File: config.mk
export PLATFORM = sky130hd
export DESIGN_NAME = uart_rx
export DESIGN_NICKNAME = d
export VERILOG_FILES = /design/src/rtl/uart_rx.sv
export SDC_FILE = /design/constraint.sdc
export NUM_CORES = 1
export LEC_CHECK = 0
export BUFFER_PORTS_ARGS = -buffer_cell sky130_fd_sc_hd__buf_4
export CORE_ASPECT_RATIO = 0.7
export CORE_UTILIZATION = 55
export DETAILED_ROUTE_END_ITERATION = 16
export PLACE_DENSITY = 0.84
export REMOVE_ABC_BUFFERS = 1
export SLEW_MARGIN = 10
export SYNTH_ARGS = -nofsm -noshare
export SYNTH_HDL_FRONTEND = slang
export SYNTH_SLANG_ARGS = --single-unit
File: constraint.sdc
create_clock -name clk -period 1.7 [get_ports clk]
set_input_delay 0.17 -clock clk [delete_from_list [all_inputs] [get_ports clk]]
set_output_delay 0.17 -clock clk [all_outputs]
set_load 0.01 [all_outputs]
File: src/rtl/uart_rx.sv
// uart_rx: 8N1 serial receiver.
//
// Receives frames of 1 start bit (0), 8 data bits LSB first and 1 stop bit (1)
// on an asynchronous, idle-high line. The line is brought into the clk domain
// through a two-flop synchronizer. The start bit is validated at its middle,
// and every later bit is sampled one full bit period after the previous one.
//
// Ports:
//   clk        sole clock, rising edge
//   rst        synchronous, active-high reset
//   miso       asynchronous serial input, idle high
//   rx_data    last correctly framed byte (held until the next good frame)
//   rx_valid   one-cycle pulse: rx_data was updated this cycle
//   frame_err  one-cycle pulse: the stop bit was sampled low
//   busy       high whenever the receiver is not idle
//
// Output semantics: rx_valid and frame_err are registered, mutually exclusive
// pulses with at most one per frame. There is no ready/backpressure; a new
// byte overwrites rx_data whether or not the previous one was consumed.
//
// Latency: if the start bit first appears on miso in cycle T, rx_valid is high
// in cycle T + 3 + HALF + 9*CLKS_PER_BIT.
module uart_rx #(
    parameter int CLKS_PER_BIT = 1      // clock cycles per serial bit, 1..255
) (
    input  logic       clk,
    input  logic       rst,
    input  logic       miso,
    output logic [7:0] rx_data,
    output logic       rx_valid,
    output logic       frame_err,
    output logic       busy
);

    // Distance from the start-bit edge to the start-bit middle, in cycles.
    localparam int         HALF_I = (CLKS_PER_BIT - 1) / 2;
    localparam logic [7:0] HALF   = 8'(HALF_I);
    // Last baud_cnt value of a bit period; a bit is sampled on this count.
    localparam logic [7:0] LAST   = 8'(CLKS_PER_BIT - 1);

    typedef enum logic [2:0] {
        IDLE      = 3'd0,
        START     = 3'd1,
        DATA      = 3'd2,
        STOP      = 3'd3,
        WAIT_HIGH = 3'd4
    } state_t;

    state_t     state;
    logic       sync_q1;     // first synchronizer stage
    logic       s;           // synchronized line; the only view of miso used
    logic [7:0] baud_cnt;
    logic [2:0] bit_idx;
    logic [7:0] shift_reg;

    assign busy = (state != IDLE);

    // Synchronizer. Both flops reset high so the line reads idle while and
    // right after rst is asserted, whatever miso is doing.
    always_ff @(posedge clk) begin
        if (rst) begin
            sync_q1 <= 1'b1;
            s       <= 1'b1;
        end else begin
            sync_q1 <= miso;
            s       <= sync_q1;
        end
    end

    always_ff @(posedge clk) begin
        if (rst) begin
            state     <= IDLE;
            baud_cnt  <= 8'd0;
            bit_idx   <= 3'd0;
            shift_reg <= 8'd0;
            rx_data   <= 8'h00;
            rx_valid  <= 1'b0;
            frame_err <= 1'b0;
        end else begin
            // Pulses last one cycle unless re-asserted below.
            rx_valid  <= 1'b0;
            frame_err <= 1'b0;

            case (state)
                IDLE: begin
                    if (!s) begin
                        bit_idx <= 3'd0;
                        if (HALF == 8'd0) begin
                            // The start-bit middle is this very cycle, so
                            // the start bit counts as already validated.
                            state    <= DATA;
                            baud_cnt <= 8'd0;
                        end else begin
                            // This cycle is count 0 of the start bit.
                            state    <= START;
                            baud_cnt <= 8'd1;
                        end
                    end
                end

                START: begin
                    // baud_cnt runs 1..HALF here, so != is the same as <.
                    if (baud_cnt != HALF) begin
                        baud_cnt <= baud_cnt + 8'd1;
                    end else if (!s) begin
                        state    <= DATA;
                        baud_cnt <= 8'd0;
                        bit_idx  <= 3'd0;
                    end else begin
                        // Line went back high before mid-bit: a glitch.
                        state    <= IDLE;
                        baud_cnt <= 8'd0;
                    end
                end

                DATA: begin
                    if (baud_cnt != LAST) begin
                        baud_cnt <= baud_cnt + 8'd1;
                    end else begin
                        // LSB arrives first, so shift right and insert at
                        // the MSB; after 8 samples bit 0 sits at [0].
                        shift_reg <= {s, shift_reg[7:1]};
                        bit_idx   <= bit_idx + 3'd1;
                        baud_cnt  <= 8'd0;
                        if (bit_idx == 3'd7) begin
                            state <= STOP;
                        end
                    end
                end

                STOP: begin
                    if (baud_cnt != LAST) begin
                        baud_cnt <= baud_cnt + 8'd1;
                    end else begin
                        baud_cnt <= 8'd0;
                        if (s) begin
                            rx_data  <= shift_reg;
                            rx_valid <= 1'b1;
                            state    <= IDLE;
                        end else begin
                            // rx_data keeps the previous good byte.
                            frame_err <= 1'b1;
                            state     <= WAIT_HIGH;
                        end
                    end
                end

                WAIT_HIGH: begin
                    // A held-low line (break) must not look like a new start
                    // bit, so wait for the line to return high first.
                    if (s) begin
                        state <= IDLE;
                    end
                end

                default: begin
                    state    <= IDLE;
                    baud_cnt <= 8'd0;
                    bit_idx  <= 3'd0;
                end
            endcase
        end
    end

endmodule

==> results of run 1 <==
## timing repair
action / in CTS / in global routing
gates resized for setup: 0 / 7
setup buffers: 0 / 3
hold buffers: 0 / 0
endpoints found under the setup margin: 0 / 11
## metal layers
metal	up-vias	share of wire, %	global-route usage (%)
met1	537	44	28.1
met2	28	49	40.4
met4	0	3.2	13.6
met3	9	3.9	7.07
li1	551	-	-
met5	-	0	0
## Yosys cell counts
cell	count	share of area, %
and3_1	1	0.43
nor2b_1	1	0.43
o2111ai_1	2	1.2
buf_4	2	1.0
or3_1	2	0.86
nand3_1	2	0.69
nor3b_2	1	0.86
nand2_1	3	0.78
nand3b_1	3	1.6
ha_1	4	3.5
a211oi_1	1	0.52
nor4_1	1	0.43
and4_1	1	0.61
mux2i_1	16	11
o31ai_1	1	0.52
o311ai_1	1	0.61
or2_0	2	0.86
nor2_1	29	7.5
dfxtp_1	34	47
or3b_1	1	0.61
o211ai_1	3	1.6
o21ai_1	2	0.69
xor2_1	7	4.2
buf_2	3	1.0
o21ai_0	2	0.69
a21oi_1	4	1.4
nor4b_4	1	1.6
or2_2	2	0.86
o21a_1	1	0.52
nor3_1	3	1.0
clkbuf_1	4	1.0
and4b_1	1	0.69
inv_1	3	0.78
a22oi_1	1	0.52
and2_1	1	0.43
o21bai_2	1	0.78
a2111oi_2	1	1.0
## report_power, final
part           internal [mW]  switching [mW]
combinational         0.0229          0.0372
sequential             0.803         0.00749
clock                  0.326           0.267
total                   1.15           0.311
## layout make-up
cell class / count / share of cell area (%)
multi-input cells: 102 / 41.9
flip-flops and latches: 34 / 39.6
repair buffers: 21 / 10.1
clock buffers: 7 / 5.01
well taps: 34 / 2.47
inverters: 3 / 0.653
clock inverters: 1 / 0.290
## path summary, 6_finish.rpt
path	from	depth (start not counted)	end
setup reg to reg	baud_cnt[0]	7	bit_idx[2]
hold reg to reg	sync_q1	1	s
setup / recovery	baud_cnt[0]	7	bit_idx[2]
hold / removal	miso	2	sync_q1
## logic make-up (layout without fill, tap and decap cells)
logic type	after synthesis	in the layout	synth area share [%]
AOI/OAI and AO/OA	20	20	10.0
buffers and inverters	12	32	3.89
xor gates and xnor gates	7	7	4.24
and+or+nand+nor	55	55	20.3
DFF	34	34	47.0
adders and majority gates	4	4	3.46
muxes	16	16	11.1
## per-stage QoR
| stage | hold slack, ns | total power, mW | util [%] | area [sq um] |
|---|---|---|---|---|
| after floorplan | 0.239 | 0.861 | - | 1400 |
| after global placement | 0.355 | 0.883 | 64.3 | 1590 |
| after detailed placement | 0.356 | 0.887 | 64.3 | 1590 |
| after CTS | 0.0647 | 1.47 | 68.0 | 1680 |
| after global routing | 0.0737 | 1.51 | 69.6 | 1720 |
| final | 0.0728 | 1.46 | 69.6 | 1720 |
==> impl_metrics.csv, run 1 <==
group,metric,value,unit
critical_path,cp.arrival,1.86,ns
timing,rsz0062_at_grt,"true",
placed_design,dp.cells,191,
critical_path,cp-end-kind,"register",
critical_path,critPathTopFamily,"simple AND/OR/NAND/NOR gates",
cts,cts_root_buffer,"clkbuf_8",
timing,finalHoldViolations,0,
final_layout,drive_above_1_share,23.8,%
die,core_area,2480,sq um
critical_path,reg2reg_slack,0.05,ns
synthesis,syn_area_per_cell,9.78,sq um
final_layout,layout.nets,174,
timing,finalCritPeriodShare,97.0,%
synthesis,synth_cell_types,37,
drt,ant_nets,0,
placed_design,dp_hpwl,2110,um
critical_path,cp.required,1.91,ns
cts,clk_pin_slew,0.07,ns
cts,h-tree-depth,2,
critical_path,critPathLaunchType,"register",
timing,finalMaxSlewViolations,0,
critical_path,worstPathMaxFanout,9,
critical_path,crit_buf_inv,2,
drt,drt-vias-per-instance,5.57,
timing,finalClockSkew,0.00643,ns
timing,max_freq,0.607,GHz
die,start_util,58.4,%
drt,route.vias.total,1125,
placed_design,portBuffers,13,
placed_design,place_ws,0.0470,ns
synthesis,synthCells,148,
final_layout,n_antenna_cell,0,
die,die_h,44.9,um
power,ir_drop,540,uV
critical_path,cpPeakStageDelay,0.37,ns
final_layout,final_cell_mix,"32 x dfxtp_1, 29 x nor2_1, 19 x buf_4",
grt,grt_util_all_layers,24.0,%
grt,grt_max_degree,31,
critical_path,cp_cell_sequence,"inv_2 > ha_2 > nor4b_4 > a211oi_2 > buf_4 > or3_1 > a21oi_1",
placed_design,place_congestion,0.853,
cts,cts_buffers,5,
drt,drc,0,
synthesis,synth-seq-cells,34,
power,p_leak,0.811,nW
drt,dr.pass1.iters,4,
cts,cts_max_path_buffers,2,
final_layout,regArea,683,sq um
timing,period_needed,1.65,ns
timing,max_slew.worst_pin.slew,0.705,ns
synthesis,syn_area,1450,sq um
final_layout,final_common_cell,"dfxtp_1",
timing,slew_headroom,52.3,%
synthesis,ys_warn_count,0,
power,power.density,849,nW/um^2
die,dieArea,2840,sq um
final_layout,multiInputGateArea,722,sq um
die,io_pins,14,
outcome,outcome,"completed",
final_layout,fillers,188,
critical_path,crit_type,"register to register",
die,fp.dieW,63.3,um
grt,grt_pass1_wl,4950,um
job,max_cap_violations,0,
timing,setup_slack,0.0515,ns
drt,drt-total-wl,3020,um
critical_path,critPathSlowestCell,"or3_1",
cts,tritoncts,"built",
synthesis,ys_seq_area_share,47.0,%
grt,grt_pass1_vias,1089,
grt,antenna_found_initial,0,
cts,clkLatencyLatePin,0.28,ns
die,rows,15,
drt,avgRoutedWirePerCell,14.9,um
drt,drt_iter0_markers,65,
final_layout,instances_no_fill,202,
timing,setup_violations,0,
grt,grt-ovfl-total,0,
timing,setup_tns,0,ns
worst_hold_path,hp-class,"primary input to register",
cts,cts.sinks,34,
final_layout,area_growth,19.1,%
(Power assumes the default switching activity.)
==> run 2, diff against run 1 <==
--- a/config.mk
+++ b/config.mk
@@ -7,9 +7,9 @@
 export LEC_CHECK = 0
 export BUFFER_PORTS_ARGS = -buffer_cell sky130_fd_sc_hd__buf_4
 export CORE_ASPECT_RATIO = 0.7
-export CORE_UTILIZATION = 55
+export CORE_UTILIZATION = 35
 export DETAILED_ROUTE_END_ITERATION = 16
-export PLACE_DENSITY = 0.84
+export PLACE_DENSITY = 0.61
 export REMOVE_ABC_BUFFERS = 1
 export SLEW_MARGIN = 10
 export SYNTH_ARGS = -nofsm -noshare
==> impl_metrics.csv, run 2 (synthesis gave the netlist of run 1 again) <==
group,metric,value,unit
cts,h-tree-depth,2,
power,power.density,825,nW/um^2
power,ir_drop,412,uV
die,fp.dieW,78.9,um
power,p_leak,0.799,nW
worst_hold_path,holdPathStages,2,
critical_path,cp.arrival,1.73,ns
critical_path,cp.required,1.86,ns
die,io_pins,14,
cts,clkLatencyLatePin,0.28,ns
cts,cts_hold_buf,0,
final_layout,utilization,44.2,%
final_layout,regArea,684,sq um
job,max_cap_violations,0,
final_layout,multiInputGateArea,754,sq um
die,start_util,36.7,%
placed_design,dp_hpwl,1740,um
grt,antenna_found_initial,0,
grt,grt_util_all_layers,12.7,%
drt,ant_nets,0,
drt,drc,0,
drt,drt-total-wl,2580,um
timing,slew_headroom,67.0,%
cts,cts_max_path_buffers,2,
timing,period_needed,1.57,ns
drt,drt_iter0_markers,80,
drt,avgRoutedWirePerCell,12.0,um
final_layout,n_antenna_cell,0,
cts,tritoncts,"built",
placed_design,place_congestion,0.760,
timing,max_freq,0.636,GHz
timing,rsz0062_at_grt,"false",
critical_path,ff2ff_path_depth,7,
drt,dr.pass1.iters,4,
worst_hold_path,hp-class,"primary input to register",
final_layout,drive_above_1_share,26.2,%
critical_path,critPathLaunchType,"register",
timing,finalClockSkew,0.00228,ns
timing,finalCritPeriodShare,92.4,%
grt,grt-ovfl-total,0,
critical_path,critPathSlowestCell,"nor4b_4",
die,dieArea,4400,sq um
final_layout,layout.nets,172,
timing,finalHoldViolations,0,
timing,finalMaxSlewViolations,0,
grt,grt_max_degree,31,
final_layout,fillers,387,
critical_path,cpPeakStageDelay,0.34,ns
final_layout,final_common_cell,"dfxtp_1",
grt,grt_pass1_wl,4240,um
timing,setup_violations,0,
cts,clk_pin_slew,0.06,ns
timing,setup_tns,0,ns
critical_path,cp_cell_sequence,"inv_2 > ha_2 > nor4b_4 > nand3_1 > buf_4 > mux2i_1 > nor2_1",
final_layout,final_cell_mix,"31 x dfxtp_1, 29 x nor2_1, 18 x buf_4",
critical_path,crit_type,"register to register",
die,rows,19,
cts,cts_root_buffer,"clkbuf_8",
placed_design,portBuffers,13,
outcome,outcome,"completed",
drt,route.vias.total,1049,
critical_path,worstPathMaxFanout,8,
die,die_h,55.8,um
grt,grt_pass1_vias,944,
drt,drt-vias-per-instance,4.86,
die,core_area,3950,sq um
final_layout,area_growth,20.5,%
cts,cts.sinks,34,
timing,max_slew.worst_pin.slew,0.494,ns
critical_path,cp-end-kind,"register",
cts,cts_buffers,5,
==> run 2: where the power goes <==
part	switching (mW)	internal [mW]	total [mW]
sequential	0.00735	0.803	0.811
clock	0.257	0.312	0.568
combinational	0.0372	0.0231	0.0603
==> run 2: per-stage QoR <==
step	hold WS, ns	cells	setup slack [ns]	cell area [sq um]	total power, mW
final	0.0746	216	0.129	1740	1.44
after global routing	0.0617	216	0.00638	1740	1.50
after CTS	0.0674	215	0.0190	1690	1.45
after detailed placement	0.358	209	0.0369	1600	0.886
after global placement	0.357	209	0.0895	1600	0.884
after floorplan	0.239	139	-0.0870	1400	0.861
==> run 2: worst paths after layout <==
check | endpoint | from | slack (ns)
hold / removal | sync_q1 | miso | 0.07
setup reg to reg | shift_reg[7] | baud_cnt[0] | 0.13
setup / recovery | shift_reg[7] | baud_cnt[0] | 0.13
hold reg to reg | s | sync_q1 | 0.41
==> run 2: metal layers <==
metal	global-route usage, %	up-vias	wire (um)
met2	18.1	17	1120
met4	6.23	0	35
met1	16.9	477	1350
met3	4.43	5	86
met5	0	-	0
li1	-	550	-
==> run 2: critical path: cells and delay by family, from the launching register on <==
family                   cells  cell delay (ns)
adder cells (fa/ha/maj)      1             0.16
buffers and inverters        2             0.27
flip-flops                   1             0.33
multiplexers                 1             0.15
AND/OR/NAND/NOR              3             0.54
==> run 2: repair_timing <==
| item | CTS | global route |
|---|---|---|
| resized for setup | 0 | 15 |
| buffers inserted | 0 | 3 |
| endpoints found under the setup margin | 0 | 9 |
==> run 2: area by class of cell <==
cell class	count	area share (%)
repair buffers	19	8.39
flip-flops and latches	34	39.2
inverters	3	0.646
multi-input cells	102	43.3
clock buffers	6	4.73
well taps	52	3.73
==> run 3, diff against run 2 <==
--- a/config.mk
+++ b/config.mk
@@ -6,7 +6,7 @@
 export NUM_CORES = 1
 export LEC_CHECK = 0
 export BUFFER_PORTS_ARGS = -buffer_cell sky130_fd_sc_hd__buf_4
-export CORE_ASPECT_RATIO = 0.7
+export CORE_ASPECT_RATIO = 1.2
 export CORE_UTILIZATION = 35
 export DETAILED_ROUTE_END_ITERATION = 16
 export PLACE_DENSITY = 0.61
==> constraint.sdc (replaced) <==
create_clock -name clk -period 1.7 [get_ports clk]
set_input_delay 0.34 -clock clk [delete_from_list [all_inputs] [get_ports clk]]
set_output_delay 0.34 -clock clk [all_outputs]
set_load 0.01 [all_outputs]
==> impl_metrics.csv, run 3 (synthesis gave the netlist of run 1 again) <==
group,metric,value,unit
outcome,outcome,"completed",
drt,ant_nets,0,
worst_hold_path,holdPathEnd,"sync_q1",
worst_hold_path,hp-class,"primary input to register",
critical_path,critPathLaunchType,"register",
cts,cts_buffers,5,
timing,period_needed,1.65,ns
timing,max_slew.worst_pin.slew,0.642,ns
critical_path,critPathSlowestCell,"or3_4",
placed_design,dp.cells,212,
final_layout,final_common_cell,"dfxtp_1",
placed_design,dp_hpwl,1720,um
timing,finalMaxSlewViolations,0,
critical_path,cp.arrival,1.86,ns
worst_hold_path,holdPathStages,2,
grt,use_met1,16.0,%
final_layout,area_growth,24.3,%
drt,route.vias.total,1106,
cts,cts_root_buffer,"clkbuf_8",
drt,drt-vias-per-instance,4.96,
die,io_pins,14,
grt,groute.layer.met3.usage,3.21,%
timing,slew_headroom,56.5,%
worst_hold_path,min-delay-start,"miso",
final_layout,n_antenna_cell,0,
critical_path,crit_buf_inv,2,
die,start_util,36.7,%
final_layout,layout.nets,175,
power,switchingPower,0.315,mW
final_layout,final_area,1800,sq um
drt,drc,0,
power,ir_drop,587,uV
timing,max_freq,0.608,GHz
critical_path,ff2ff_path_depth,7,
critical_path,crit_type,"register to register",
power,p_int,1.27,mW
cts,clkLatencyLatePin,0.28,ns
grt,grt-ovfl-total,0,
power,pwr-share-seq,51.2,%
die,core_area,3940,sq um
critical_path,cp.required,1.92,ns
drt,dr.pass1.iters,4,
final_layout,instances_no_fill,223,
timing,finalCritPeriodShare,96.8,%
grt,grt_busiest_layer,"met2",
die,die_h,72.5,um
cts,h-tree-depth,2,
timing,finalHoldViolations,0,
final_layout,drive_above_1_share,24.9,%
final_layout,final_cell_mix,"32 x dfxtp_1, 29 x nor2_1, 19 x buf_4",
cts,cts.sinks,34,
critical_path,cp-end-kind,"register",
critical_path,cp_cell_sequence,"inv_2 > ha_4 > nor4b_4 > a211oi_2 > buf_4 > or3_4 > a21oi_2",
power,p_sw_share,19.9,%
power,power_frac_comb,4.0,%
cts,tritoncts,"built",
placed_design,portBuffers,13,
die,fp.dieW,60.7,um
die,dieArea,4400,sq um
placed_design,placed_area,1640,sq um
grt,antenna_found_initial,0,
die,rows,25,
critical_path,critPathTopFamily,"simple AND/OR/NAND/NOR gates",
placed_design,place_congestion,0.829,
grt,grt_pass1_wl,4350,um
drt,drt_iter0_markers,25,
power,p_leak,0.833,nW
critical_path,cpPeakStageDelay,0.38,ns
drt,avgRoutedWirePerCell,11.8,um
power,power.density,880,nW/um^2
timing,setup_tns,0,ns
cts,cts_hold_buf,0,
cts,clk_pin_slew,0.07,ns
critical_path,r2r_end,"bit_idx[2]",
timing,setup_violations,0,
critical_path,worstPathMaxFanout,6,
grt,grt_util_all_layers,13.2,%
grt,grt_max_degree,31,
power,p_clk_share,44.8,%
cts,cts_max_path_buffers,2,
drt,drt-total-wl,2640,um
critical_path,startpoint,"baud_cnt[0]",
critical_path,reg2reg_slack,0.05,ns
job,max_cap_violations,0,
critical_path,r2r-start,"baud_cnt[0]",
timing,finalClockSkew,0.00532,ns
grt,met2_usage,21.1,%
grt,grt_pass1_vias,991,
[run 3: cell types whose count changed in the layout (fill, tap and decap cells not counted), sizes merged]
cell	delta
buf	+2
bufinv	+1
clkbuf	+1
clkdlybuf4s15	+1
[run 3: final cells by class]
cell class | count | area (sq um)
Fill cell | 383 | 2140
Multi-Input combinational cell | 102 | 737
Sequential cell | 34 | 683
Timing Repair Buffer | 22 | 194
Clock buffer | 7 | 76.3
Tap cell | 54 | 67.6
Clock inverter | 1 | 30.0
Inverter | 3 | 11.3
[run 3: routing by layer]
layer | vias to the layer above | routed length [um]
met1 | 534 | 1210
li1 | 552 | -
met5 | - | 0
met4 | 0 | 42
met2 | 15 | 1320
met3 | 5 | 64
[run 3: power groups by stage]
stage	Clock (mW)	Combinational [mW]	Sequential [mW]
2_1_floorplan	0	0.0344	0.826
4_1_cts	0.735	0.0627	0.810
5_1_grt	0.763	0.0702	0.811
6_report	0.709	0.0639	0.811
3_5_place_dp	0	0.0627	0.828
3_3_place_gp	0	0.0615	0.828
[run 3: timing repair]
item / CTS / global route
gates resized for setup: 0 / 9
setup buffers: 0 / 2
endpoints found under the setup margin: 0 / 8
[run 3: worst max path at each step]
stage / cells past startpoint / slack, ns / endpoint
after global routing: 7 / -0.01 / bit_idx[2]
after global placement: 7 / 0.15 / bit_idx[2]
after detailed placement: 7 / 0.06 / bit_idx[2]
final: 7 / 0.05 / bit_idx[2]
after floorplan: 6 / -0.09 / baud_cnt[2]
after CTS: 7 / 0.05 / state[1]
[run 3: worst register-to-register path, cell delays in order (launching register included)]
cell and delay [ns]:
dfxtp_2 0.32, inv_2 0.08, ha_4 0.13, nor4b_4 0.23, a211oi_2 0.12, buf_4 0.18, or3_4 0.38, a21oi_2 0.13
[run 3: metrics by stage]
stage | power (mW) | hold slack, ns | setup slack (ns) | utilization, %
after floorplan | 0.861 | 0.389 | -0.0870 | -
after global placement | 0.890 | 0.398 | 0.148 | 41.6
after detailed placement | 0.891 | 0.394 | 0.0645 | 41.6
after CTS | 1.61 | 0.235 | 0.0505 | 44.3
after global routing | 1.64 | 0.236 | -0.0112 | 45.7
final | 1.58 | 0.244 | 0.0549 | 45.7
